$ cat config.mk
export PLATFORM = sky130hd
export DESIGN_NAME = slave_mux_apb3_slave
export DESIGN_NICKNAME = d
export VERILOG_FILES = /design/src/rtl/slave_mux_apb3_slave.sv
export SDC_FILE = /design/constraint.sdc
export NUM_CORES = 1
export LEC_CHECK = 0
export ABC_AREA = 1
export BUFFER_PORTS_ARGS = -buffer_cell sky130_fd_sc_hd__buf_2
export CORE_MARGIN = 2
export CORE_UTILIZATION = 44
export CTS_BUF_LIST = sky130_fd_sc_hd__clkbuf_16
export CTS_CLUSTER_DIAMETER = 50
export DETAILED_ROUTE_END_ITERATION = 8
export PLACE_DENSITY = 0.95
export SLEW_MARGIN = 20
export SYNTH_ARGS = -nofsm -noshare
export SYNTH_HDL_FRONTEND = slang
export SYNTH_SLANG_ARGS = --single-unit
$ cat constraint.sdc
create_clock -name clk -period 5.9 [get_ports clk]
set_input_delay 1.18 -clock clk [delete_from_list [all_inputs] [get_ports clk]]
set_output_delay 1.18 -clock clk [all_outputs]
set_load 0.01 [all_outputs]
$ cat src/rtl/slave_mux_apb3_slave.sv
// APB3 slave selector: one-hot PSEL decode, response routing from the addressed slave,
// out-of-range error response, stall watchdog and a saturating error counter.
module slave_mux_apb3_slave #(
  parameter int SELECTOR_BITS  = 4,
  parameter int DATA_BITS      = 8,
  parameter int SLAVES         = 2**SELECTOR_BITS,
  parameter int TIMEOUT_CYCLES = 16,
  parameter int ERR_CNT_BITS   = 8
) (
  input  logic                        clk,
  input  logic                        reset,
  input  logic [SELECTOR_BITS-1:0]    select,
  input  logic                        PSEL,
  input  logic                        PENABLE,
  output logic                        PREADY,
  output logic                        PSLVERR,
  output logic [DATA_BITS-1:0]        PRDATA,
  output logic [SLAVES-1:0]           PSELs,
  input  logic [SLAVES-1:0]           PREADYs,
  input  logic [SLAVES-1:0]           PSLVERRs,
  input  logic [SLAVES*DATA_BITS-1:0] PRDATAs,
  output logic [ERR_CNT_BITS-1:0]     err_count,
  input  logic                        err_clear
);

  localparam int WCW = (TIMEOUT_CYCLES > 0) ? $clog2(TIMEOUT_CYCLES + 1) : 1;
  localparam logic [WCW-1:0] WAIT_MAX = (TIMEOUT_CYCLES > 0) ? WCW'(TIMEOUT_CYCLES - 1) : '0;
  localparam logic [ERR_CNT_BITS-1:0] ERR_MAX = '1;

  typedef enum logic {S_IDLE, S_ACCESS} state_t;

  state_t                  r_state;
  logic [SELECTOR_BITS-1:0] r_sel_q;
  logic [WCW-1:0]          r_wait_cnt;
  logic [ERR_CNT_BITS-1:0] r_err_count;

  logic [SELECTOR_BITS-1:0] w_cur_sel;
  logic                     w_in_range;
  logic                     w_access;
  logic                     w_slv_rdy;
  logic                     w_slv_err;
  logic [DATA_BITS-1:0]     w_slv_data;
  logic                     w_timeout;

  always_comb begin
    w_cur_sel  = (r_state == S_ACCESS) ? r_sel_q : select;
    w_in_range = (int'(w_cur_sel) < SLAVES);
    w_access   = (r_state == S_ACCESS) && PSEL && PENABLE;
    w_slv_rdy  = 1'b0;
    w_slv_err  = 1'b0;
    w_slv_data = '0;
    for (int i = 0; i < SLAVES; i++) begin
      if (int'(r_sel_q) == i) begin
        w_slv_rdy  = PREADYs[i];
        w_slv_err  = PSLVERRs[i];
        w_slv_data = PRDATAs[i*DATA_BITS +: DATA_BITS];
      end
    end
    w_timeout = (TIMEOUT_CYCLES > 0) && (r_wait_cnt == WAIT_MAX) && !w_slv_rdy;
  end

  // A missing setup phase (PENABLE already high in IDLE) selects nobody.
  always_comb begin
    PSELs = '0;
    for (int i = 0; i < SLAVES; i++) begin
      PSELs[i] = PSEL && !((r_state == S_IDLE) && PENABLE) && (int'(w_cur_sel) == i);
    end
  end

  // Slave ready takes precedence over the watchdog on the same cycle.
  always_comb begin
    PREADY  = 1'b0;
    PSLVERR = 1'b0;
    PRDATA  = '0;
    if (w_access) begin
      if (!w_in_range) begin
        PREADY  = 1'b1;
        PSLVERR = 1'b1;
      end else if (w_slv_rdy) begin
        PREADY  = 1'b1;
        PSLVERR = w_slv_err;
        PRDATA  = w_slv_data;
      end else if (w_timeout) begin
        PREADY  = 1'b1;
        PSLVERR = 1'b1;
      end
    end
  end

  always_ff @(posedge clk or posedge reset) begin
    if (reset) begin
      r_state     <= S_IDLE;
      r_sel_q     <= '0;
      r_wait_cnt  <= '0;
      r_err_count <= '0;
    end else begin
      if (r_state == S_IDLE) begin
        if (PSEL && !PENABLE) begin
          r_state    <= S_ACCESS;
          r_sel_q    <= select;
          r_wait_cnt <= '0;
        end
      end else begin
        if (!PSEL || PREADY) begin
          r_state <= S_IDLE;
        end else if (r_wait_cnt != WAIT_MAX) begin
          r_wait_cnt <= r_wait_cnt + 1'b1;
        end
      end
      if (err_clear) begin
        r_err_count <= '0;
      end else if (PREADY && PSLVERR && (r_err_count != ERR_MAX)) begin
        r_err_count <= r_err_count + 1'b1;
      end
    end
  end

  assign err_count = r_err_count;

endmodule
After elaboration in Yosys (flattened, before gate mapping) --
Cells that the tools add are included.
Word-level totals: register bits after elaboration 18, input bits 169, output and inout port bits 34, word-level logic and storage cells 142
Cells by class: add/sub/neg operators 2, equal/unequal tests 35, multiplexer cells 65, bitwise operators 1, reduce and logical (&&, ||, !) cells 35
Operator list (count):
- $mux 8 | 20
- $eq 4x4->1 const B | 16
- $mux 1 | 40
- $eq 4x3->1 const B | 8
- $logic_and 1x1->1 | 24
- $mux 5 | 4
- $eq 4x2->1 const B | 4
- $add 8x1->8 const B | 1
- $eq 4x1->1 const B | 2
- $logic_not 4->1 | 2
- $ne 8x8->1 const B | 1
- $add 5x1->5 const B | 1
- $eq 5x4->1 const B | 1
- $ne 5x4->1 const B | 1
- $logic_not 1->1 | 4
- $mux 4 | 1
- $reduce_bool 2->1 | 2
- $reduce_and 3->1 | 1
- $ne 2x1->1 const B | 1
- $ne 2x2->1 const B | 1
- $reduce_and 2->1 | 1
- $logic_or 1x1->1 | 1
- $not 1->1 | 1

Longest topological paths before layout --
Gate-level depths: netlist of the first run.
depth after elaboration 26, depth in mapped cells 19, depth with buffers taken out 18

Worst setup path before layout of the first run --
OpenSTA, ideal clock, no wires.
path type input-to-output, start input PREADYs[0], end output PRDATA[3], arrival time 2206 ps, data required time 4720 ps, path slack 2514 ps, cell stages on the path 10, path buffers 0, path through nand3_1 nand4_1 nor2_1 nand4_1 nor2_1 nand4_1 nand2_1 nand4_1 nand2_1 a211oi_1
Between the ends: cells in the longest elaborated chain, start to end 18
Ends and longest elaborated chain:
- from (decl) | RTL line 19 | input logic [SLAVES-1:0] PREADYs,
- $mux 1 (16 in a row) | RTL line 53 | if (int'(r_sel_q) == i) begin
- $mux 8 | RTL line 79 | end else if (w_slv_rdy) begin
- $mux 8 | RTL line 75 | if (w_access) begin
- to (decl) | RTL line 17 | output logic [DATA_BITS-1:0] PRDATA,
Every way passes these cells.

Worst setup path after layout of the first run --
start register r_sel_q[0], end output PSLVERR
Between the ends: cells in the longest elaborated chain, start to end 22, elaborated cells between the ends (all ways) 53, classes of those cells eq/ne (15); mux (35); reduce/logical (3)
Ends and longest elaborated chain:
- from (decl) | RTL line 33 | logic [SELECTOR_BITS-1:0] r_sel_q;
- from (signal assigned) | RTL line 100 | r_sel_q <= select;
- $logic_not 4->1 | RTL line 53
- $mux 1 (16 in a row) | RTL line 53
- $logic_not 1->1 | RTL line 59 | w_timeout = (TIMEOUT_CYCLES > 0) && (r_wait_cnt == WAIT_MAX) && !w_slv_rdy;
- $logic_and 1x1->1 | RTL line 59
- $mux 1 | RTL line 83 | end else if (w_timeout) begin
- $mux 1 (*) | RTL line 79
- $mux 1 (*) | RTL line 75
- to (decl) | RTL line 16 | output logic PSLVERR,
Every way passes the cells marked *; elsewhere a longest branch is shown, timed or not.

==> out/results.ini, run 1 <==
[logic_synthesis]
yosysTopAreaCell=nand2_1
synth_flop_cell=dfrtp_1
synth_nets=642
synth_edf_count=0
synth_area_leaders=nand2_1 23%, dfrtp_1 18%, nand3_1 10%
post-synth-top-count-cell=nand2_1
ys_async_sr_fraction_pct=100
synth_common_cells=158 x nand2_1, 61 x nor2_1, 53 x nand3_1
synth_cell_types=33
netlist_area_um2=2570
ys_seq_area_share_pct=17.5
netlist_instances=470
synth_warnings=0
synth_seq_cells=18
synth_area_per_cell_um2=5.46
synth_top_area_share_pct=23.1

[drt]
viasPerCell=5.41
drt_iter0_markers=207
routed_wl_mm=10.5
num_vias=4010
wl_per_cell_um=14.1
ant_nets=0
drt_drc_violations_left=0
dr.pass1.iters=5

[final_layout]
drive_gt1_share_pct=35.4
final_util_pct=66.6
n_antenna_cell=0
area_growth_pct=44.7
nets=842
nFillCells=511

[clock_network]
root_buffer=clkbuf_16
post_cts_buffers=0
cts_buffers=3
clk_pin_slew_ns=0.05
holdBufCountCts=0
cts_sinks=18
cts_max_level=1
cts_resized=0
cts_buffer_depth=2
clock_latency_ns=0.25
tritoncts=yes

[power]
peakVddDrop_uv=277
pwr_density_cell_nw_per_um2=194
p_sw_w=0.000337
power_frac_comb_pct=59.5
seqPwrFrac_pct=21.4
intPower_w=0.000382
p_sw_share_pct=46.8
power.leakage_nw=2.16
clock_power_share_pct=19.1

[critical_path]
path_class=flop to output port
arrival_ns=2.95
start_kind=flop
critPathCaptureType=output port
cp.required_ns=4.72
crit_fanout=13

[sta]
rsz0062_at_grt=no
fin_skew_ns=0.00473
max_slew_margin_pct=41.5
slew_violations=0
final_hold_viol_count=0
setup_viol=0
max_freq_ghz=0.242
finalCritPeriodShare_pct=70.0
worst_pin_slew_ns=0.875
finalSetupTns_ns=0
fin_crit_ns=4.13

[floorplanning]
initial_core_util_pct=46.1
ioPinCount=203
fp.dieW_um=80.4
core-area_um2=5570
die_y_um=80.4
fp-row-count=27
die_area_um2=6460

[worst_hold_path]
hold_path.class=flop to flop

[placement]
place_hpwl_mm=8.41
place_congestion=0.934
io_buffer_count=202

[outcome]
status=finished clean

[grt]
grt_max_degree=19
grt_pass1_vias=3666
antenna_found_initial=0
grt_pass1_wl_mm=15.8
grt_overflow=0
track_usage_pct=30.4

[run]
cap_violations=0

==> worst max-delay path: stages (launching register included) <==
cell	delay (ns)
dfrtp_1	0.42
inv_2	0.10
nor2_4	0.28
inv_2	0.10
nor2_1	0.68
nand2_1	0.15
o21ai_0	0.12
inv_1	0.05
nand4_1	0.11
nand2_1	0.08
nand3_2	0.11
nand2_1	0.11
nor2_4	0.21
buf_2	0.17
==> metal layers <==
layer / routed length [um] / up-vias / global-route usage, %
li1: - / 1943 / -
met1: 3810 / 1805 / 33.2
met2: 5460 / 230 / 57.2
met3: 877 / 32 / 4.72
met4: 327 / 0 / 13.2
met5: 0 / - / 0
==> stage by stage <==
| stage | area, um^2 | hold slack (ns) | power [W] | setup WS, ns | instances |
|---|---|---|---|---|---|
| finish | 3710 | 0.497 | 0.000719 | 1.77 | 741 |
| global route | 3710 | 0.526 | 0.000778 | 1.54 | 741 |
| CTS | 3710 | 0.495 | 0.000712 | 1.82 | 741 |
| detailed placement | 3640 | 0.466 | 0.000573 | 2.10 | 737 |
| global placement | 3640 | 0.457 | 0.000563 | 2.15 | 737 |
| floorplan | 2570 | 0.442 | 0.000438 | 2.51 | 470 |
==> registers in the layout, indices dropped and copies added (netlist names) <==
signal      count
r_sel_q         4
r_wait_cnt      5
err_count       8
r_state         1
==> logic make-up (layout without fill, tap and decap cells) <==
group                      after synthesis  after routing  share of synthesized area (%)
muxes                                    1              1                          0.390
xor gates and xnor gates                 6              6                           2.05
buffers and inverters                   60            259                           9.02
and+or+nand+nor                        335            335                           59.1
adders and majority gates                3              3                           1.46
AOI/OAI and AO/OA                       47             47                           10.4
DFF                                     18             18                           17.5
==> final cells by class <==
| class | count | area, um^2 | area share [%] |
|---|---|---|---|
| multi-input combinational | 392 | 1890 | 50.8 |
| clock buffer | 3 | 75.1 | 2.02 |
| inverter | 53 | 199 | 5.36 |
| timing repair buffer | 202 | 1010 | 27.2 |
| tap | 72 | 90.1 | 2.43 |
| clock inverter | 1 | 3.75 | 0.101 |
| sequential | 18 | 450 | 12.1 |
==> power groups by stage <==
stage / logic [W] / registers (W) / clock network [W]
after CTS: 0.000421 / 0.000153 / 0.000137
after global routing: 0.000480 / 0.000156 / 0.000143
final: 0.000428 / 0.000154 / 0.000137
after detailed placement: 0.000418 / 0.000155 / 0
after global placement: 0.000408 / 0.000155 / 0
after floorplan: 0.000287 / 0.000151 / 0
==> worst paths after layout <==
| kind | from | to | slack [ns] | depth (start not counted) |
|---|---|---|---|---|
| min reg2reg | r_wait_cnt[4] | r_wait_cnt[4] | 0.50 | 2 |
| min | r_wait_cnt[4] | r_wait_cnt[4] | 0.50 | 2 |
| max reg2reg | r_sel_q[0] | err_count[6] | 3.09 | 14 |
| max | r_sel_q[0] | PSLVERR | 1.77 | 13 |
| max in group asynchronous | reset | r_wait_cnt[3] | 4.44 | 2 |
| min in group asynchronous | reset | r_state | 1.02 | 2 |
==> cells in the final DEF (no fill, tap or decap), types with 3 or more instances in the layout <==
cell / netlist / routed
buf_2: 2 / 202
or2_0: 3 / 3
nor2_2: 8 / 8
inv_1: 44 / 44
a21oi_1: 26 / 26
a221oi_1: 4 / 4
or2_2: 3 / 3
xor2_1: 5 / 5
nor2_4: 5 / 5
nand2_1: 158 / 158
inv_2: 8 / 8
o21ai_0: 12 / 12
nand4_1: 30 / 30
nand3_1: 53 / 53
nor2_1: 61 / 61
dfrtp_1: 18 / 18
clkbuf_16: 0 / 3
nand2_2: 5 / 5
ha_1: 3 / 3
Power figures use the tool's default switching activity.
==> run 2: changes to the inputs <==
--- a/config.mk
+++ b/config.mk
@@ -8,11 +8,11 @@
 export ABC_AREA = 1
 export BUFFER_PORTS_ARGS = -buffer_cell sky130_fd_sc_hd__buf_2
 export CORE_MARGIN = 2
-export CORE_UTILIZATION = 44
+export CORE_UTILIZATION = 41
 export CTS_BUF_LIST = sky130_fd_sc_hd__clkbuf_16
 export CTS_CLUSTER_DIAMETER = 50
 export DETAILED_ROUTE_END_ITERATION = 8
-export PLACE_DENSITY = 0.95
+export PLACE_DENSITY = 0.91
 export SLEW_MARGIN = 20
 export SYNTH_ARGS = -nofsm -noshare
 export SYNTH_HDL_FRONTEND = slang
==> constraint.sdc (replaced) <==
create_clock -name clk -period 3.8 [get_ports clk]
set_input_delay 0.76 -clock clk [delete_from_list [all_inputs] [get_ports clk]]
set_output_delay 0.76 -clock clk [all_outputs]
set_load 0.01 [all_outputs]
==> out/results.ini, run 2 (synthesized netlist as in run 1, its figures left out) <==
[outcome]
status=finished clean

[critical_path]
worst_path_max_delay_cell=dfrtp_1
path_class=flop to output port
crit_chain=inv_2 -> nand2_1 -> nor2_2 -> inv_1 -> o22ai_1 -> nand4_1 -> a21oi_1 -> nand4_1 -> a21oi_1 -> nand3_1 -> o21ai_0 -> nor2_1 -> buf_2
critPathCaptureType=output port
start_kind=flop
reg2reg_from=r_sel_q[0]
cp.required_ns=3.04
r2r_setup_slack_ns=1.41
critPathMaxStageDelay_ns=0.43
r2r_end=err_count[7]
crit_fanout=9
arrival_ns=2.68
reg2reg_depth=16

[floorplanning]
fp-row-count=28
fp.dieW_um=83.1
ioPinCount=203
initial_core_util_pct=42.9
core-area_um2=5990
die_area_um2=6910
die_y_um=83.1

[power]
p_sw_w=0.000521
power_frac_comb_pct=59.9
pwr_density_cell_nw_per_um2=299
p_sw_share_pct=46.4
clock_power_share_pct=18.7
power.leakage_nw=2.18
peakVddDrop_uv=253
intPower_w=0.000600
seqPwrFrac_pct=21.3

[clock_network]
cts_buffer_depth=2
clk_pin_slew_ns=0.05
cts_resized=0
holdBufCountCts=0
cts_sinks=18
root_buffer=clkbuf_16
cts_buffers=3
tritoncts=yes
cts_max_level=1
clock_latency_ns=0.25
post_cts_buffers=0

[drt]
drt_drc_violations_left=0
ant_nets=0
drt_iter0_markers=229
routed_wl_mm=10.6
num_vias=4015
viasPerCell=5.37
dr.pass1.iters=5
wl_per_cell_um=14.2

[worst_hold_path]
hold_path.class=flop to flop
min_to=r_wait_cnt[4]
hold_depth=2
hp-start=r_wait_cnt[4]

[grt]
grt_pass1_wl_mm=16.3
grt_max_degree=19
track_usage_pct=28.4
grt_pass1_vias=3611
grt_overflow=0
antenna_found_initial=0

[sta]
rsz0062_at_grt=no
final_hold_viol_count=0
setup_viol=0
slew_violations=0
finalCritPeriodShare_pct=90.5
worst_pin_slew_ns=0.694
fin_skew_ns=0.00103
fin_crit_ns=3.44
max_freq_ghz=0.291
max_slew_margin_pct=53.7
finalSetupTns_ns=0
timing.final.ws_setup_ns=0.360

[final_layout]
largest_register_ff_count=8
layout_common_cells=202 x buf_2, 158 x nand2_1, 61 x nor2_1
final_common_cell=buf_2
drive_gt1_share_pct=35.9
nets=846
n_antenna_cell=0
area_growth_pct=45.9

[placement]
place_congestion=0.962
place_hpwl_mm=8.74
pre_cts_ws_ns=0.672
io_buffer_count=202

[run]
cap_violations=0

==> run 2: cell types whose count changed in the layout (fill, tap and decap cells not counted) <==
| cell | before | now |
|---|---|---|
| buf_4 | 0 | 4 |
| clkinv_1 | 2 | 1 |
==> run 2: worst max-delay path by stage <==
stage / from / to / slack (ns)
2_1_floorplan: r_sel_q[3] / PRDATA[3] / 1.18
3_3_place_gp: r_sel_q[3] / PRDATA[2] / 0.71
3_5_place_dp: r_sel_q[3] / PRDATA[2] / 0.67
4_1_cts: r_sel_q[3] / PRDATA[2] / 0.39
5_1_grt: r_sel_q[3] / PRDATA[2] / 0.19
6_report: r_sel_q[3] / PRDATA[2] / 0.36
==> run 2: metal layers <==
metal  global-route usage, %  part of all wire, %  vias to the layer above  wire (um)
li1                        -                    -                     1950          -
met1                    33.3                   38                     1808       4010
met5                       0                    0                        -          0
met3                    3.08                  7.1                       37        754
met2                    52.3                   51                      220       5440
met4                    11.6                  3.9                        0        418
==> run 2: metrics by stage <==
step	hold slack [ns]	cell area (um^2)	util (%)	instances	total power [W]
3_5_place_dp	0.480	3670	61.3	744	0.000904
5_1_grt	0.539	3740	62.5	747	0.00121
4_1_cts	0.492	3740	62.5	747	0.00112
3_3_place_gp	0.457	3670	61.3	744	0.000889
6_report	0.494	3740	62.5	747	0.00112
2_1_floorplan	0.442	2570	-	470	0.000680
==> run 2: worst max-delay path: cells and delay by family (launching register included) <==
family                 cells  cell delay, ns
AND/OR/NAND/NOR            6            0.94
buffers and inverters      3            0.42
flip-flops                 1            0.43
AO/OA/AOI/OAI              4            0.64
==> run 2: cell type report <==
type	instances	area (um^2)
Inverter	53	199
Sequential cell	18	450
Fill cell	596	2250
Timing Repair Buffer	206	1040
Tap cell	75	93.8
Multi-Input combinational cell	392	1890
Clock buffer	3	75.1
==> run 2: power groups by stage <==
stage          Sequential (W)  Clock (W)  Combinational, W
2_1_floorplan        0.000234          0          0.000445
3_3_place_gp         0.000240          0          0.000649
3_5_place_dp         0.000241          0          0.000662
4_1_cts              0.000239   0.000210          0.000667
5_1_grt              0.000241   0.000219          0.000747
6_report             0.000239   0.000210          0.000672
==> run 3: changes to the inputs <==
--- a/config.mk
+++ b/config.mk
@@ -5,13 +5,13 @@
 export SDC_FILE = /design/constraint.sdc
 export NUM_CORES = 1
 export LEC_CHECK = 0
-export ABC_AREA = 1
 export BUFFER_PORTS_ARGS = -buffer_cell sky130_fd_sc_hd__buf_2
 export CORE_MARGIN = 2
-export CORE_UTILIZATION = 41
+export CORE_UTILIZATION = 42
 export CTS_BUF_LIST = sky130_fd_sc_hd__clkbuf_16
-export CTS_CLUSTER_DIAMETER = 50
+export CTS_CLUSTER_DIAMETER = 150
 export DETAILED_ROUTE_END_ITERATION = 8
+export MAX_ROUTING_LAYER = met4
 export PLACE_DENSITY = 0.91
 export SLEW_MARGIN = 20
 export SYNTH_ARGS = -nofsm -noshare
==> out/results.ini, run 3 <==
[outcome]
status=finished clean

[sta]
worst_pin_slew_ns=0.819
setup_viol=0
finalCritPeriodShare_pct=95.2
finalSetupTns_ns=0
max_freq_ghz=0.276
rsz0062_at_grt=no
final_hold_viol_count=0
fin_crit_ns=3.62
slew_violations=0
max_slew_margin_pct=45.0
fin_skew_ns=0.00493

[critical_path]
r2r_end=err_count[5]
crit_top_cell=nand2_1
critical_path.startpoint=r_sel_q[1]
arrival_ns=2.86
critPathCaptureType=output port
start_kind=flop
crit_end=PRDATA[2]
path_class=flop to output port
crit_chain=buf_4 -> o21ai_0 -> a21oi_1 -> o221a_2 -> nand2_1 -> a31oi_2 -> nand2_1 -> a31oi_1 -> buf_2
crit_fanout=22
cp.required_ns=3.04
reg2reg_depth=11
worst_path_max_delay_cell=dfrtp_2
critPathMaxStageDelay_ns=0.61
r2r_setup_slack_ns=0.89
reg2reg_from=r_sel_q[1]

[drt]
viasPerCell=5.96
drt_drc_violations_left=0
dr.pass1.iters=5
wl_per_cell_um=18.7
ant_nets=0
num_vias=3862
wl_met1_mm=4.90
dr_wl_met2_mm=5.75
wl_met3_mm=1.17
top_layer=met4
routed_wl_mm=12.1
drt_iter0_markers=337

[grt]
antenna_found_initial=0
track_usage_pct=33.0
grt_pass1_wl_mm=18.7
grt_max_degree=23
grt_overflow=0
grt_pass1_vias=3791

[logic_synthesis]
synth_area_per_cell_um2=7.40
netlist_instances=375
ys_seq_area_share_pct=16.2
synth_edf_count=0
synth_top_area_share_pct=16.2
synth_nets=547
post-synth-top-count-cell=nor2_1
ys_async_sr_fraction_pct=100
synth_flop_cell=dfrtp_1
netlist_area_um2=2780
synth_seq_cells=18
synth_warnings=0
synth_cell_types=66
yosysTopAreaCell=dfrtp_1
synth_area_leaders=dfrtp_1 16%, nor2_1 7.4%, mux4_2 7.3%
synth_common_cells=55 x nor2_1, 43 x nand2_1, 34 x a21oi_1

[placement]
io_buffer_count=202
place_congestion=0.922
place_hpwl_mm=9.88
dpl.cell_count=644

[clock_network]
cts_max_level=1
cts_sinks=18
root_buffer=clkbuf_16
cts_buffers=3
clock_latency_ns=0.25
cts_buffer_depth=2
tritoncts=yes
clk_pin_slew_ns=0.05
post_cts_buffers=0

[final_layout]
drive_gt1_share_pct=43.4
n_antenna_cell=0
area_growth_pct=41.9
final_common_cell=buf_2
layout_common_cells=202 x buf_2, 55 x nor2_1, 43 x nand2_1
largest_register_ff_count=8
fin_cells=648
nets=744

[floorplanning]
initial_core_util_pct=43.5
die_y_um=85.3
fp.dieW_um=85.3
core-area_um2=6390
die_area_um2=7270
fp-row-count=29
ioPinCount=203

[power]
pwr_density_cell_nw_per_um2=331
power.leakage_nw=1.95
peakVddDrop_uv=169

[run]
cap_violations=0

[worst_hold_path]
hold_path.class=flop to flop

-- run 3: where the power goes --
part           switching [W]  internal (W)  leakage, nW
Clock              0.0000702      0.000140       0.0385
Combinational       0.000453      0.000365         1.67
Sequential         0.0000638      0.000212        0.237
Total               0.000587      0.000716         1.95
-- run 3: logic make-up after synthesis --
logic type	synth area share, %
xor+xnor	0.631
fa+ha+maj	1.35
mux	16.8
buf+inv	6.09
compound gates	29.9
simple gates	29.0
flops	16.2
-- run 3: repair_timing --
action / CTS / global route
setup endpoints to repair: 0 / 8
gates resized for setup: 0 / 1
hold buffers: 0 / 0
-- run 3: worst min path at each step --
stage	slack [ns]	cells past startpoint	from	endpoint
after detailed placement	0.55	2	r_wait_cnt[2]	r_wait_cnt[2]
after global routing	0.59	2	r_wait_cnt[1]	r_wait_cnt[1]
after global placement	0.51	2	r_wait_cnt[3]	r_wait_cnt[3]
after floorplan	0.50	2	r_wait_cnt[3]	r_wait_cnt[3]
after CTS	0.56	2	r_wait_cnt[1]	r_wait_cnt[1]
final	0.55	2	r_wait_cnt[1]	r_wait_cnt[1]
-- run 3: cell type report --
| class | instances | area (um^2) |
|---|---|---|
| Clock buffer | 3 | 75.1 |
| Clock inverter | 1 | 3.75 |
| Fill cell | 610 | 2450 |
| Inverter | 12 | 45.0 |
| Multi-Input combinational cell | 322 | 2160 |
| Sequential cell | 18 | 454 |
| Tap cell | 77 | 96.3 |
| Timing Repair Buffer | 215 | 1110 |
-- run 3: worst max-delay path, delay by kind of cell, from the launching register on --
kind | cells | cell delay [ns]
buf+inv | 2 | 0.44
flops | 1 | 0.61
compound gates | 5 | 1.13
simple gates | 2 | 0.43
-- run 3: stage by stage --
| step | instance area, um^2 | hold slack [ns] | power [W] | util [%] | setup WS (ns) |
|---|---|---|---|---|---|
| 5_1_grt | 3940 | 0.593 | 0.00139 | 61.7 | 0.0385 |
| 6_report | 3940 | 0.554 | 0.00130 | 61.7 | 0.182 |
| 3_3_place_gp | 3860 | 0.514 | 0.00105 | 60.4 | 0.567 |
| 2_1_floorplan | 2780 | 0.497 | 0.000808 | - | 0.909 |
| 4_1_cts | 3940 | 0.556 | 0.00128 | 61.7 | 0.111 |
| 3_5_place_dp | 3860 | 0.546 | 0.00107 | 60.4 | 0.357 |
-- run 3: metal layers --
metal / global-route usage [%] / up-vias
met5: - / -
met4: 7.79 / 0
met3: 3.60 / 24
met2: 54.8 / 254
met1: 43.3 / 1783
li1: - / 1801
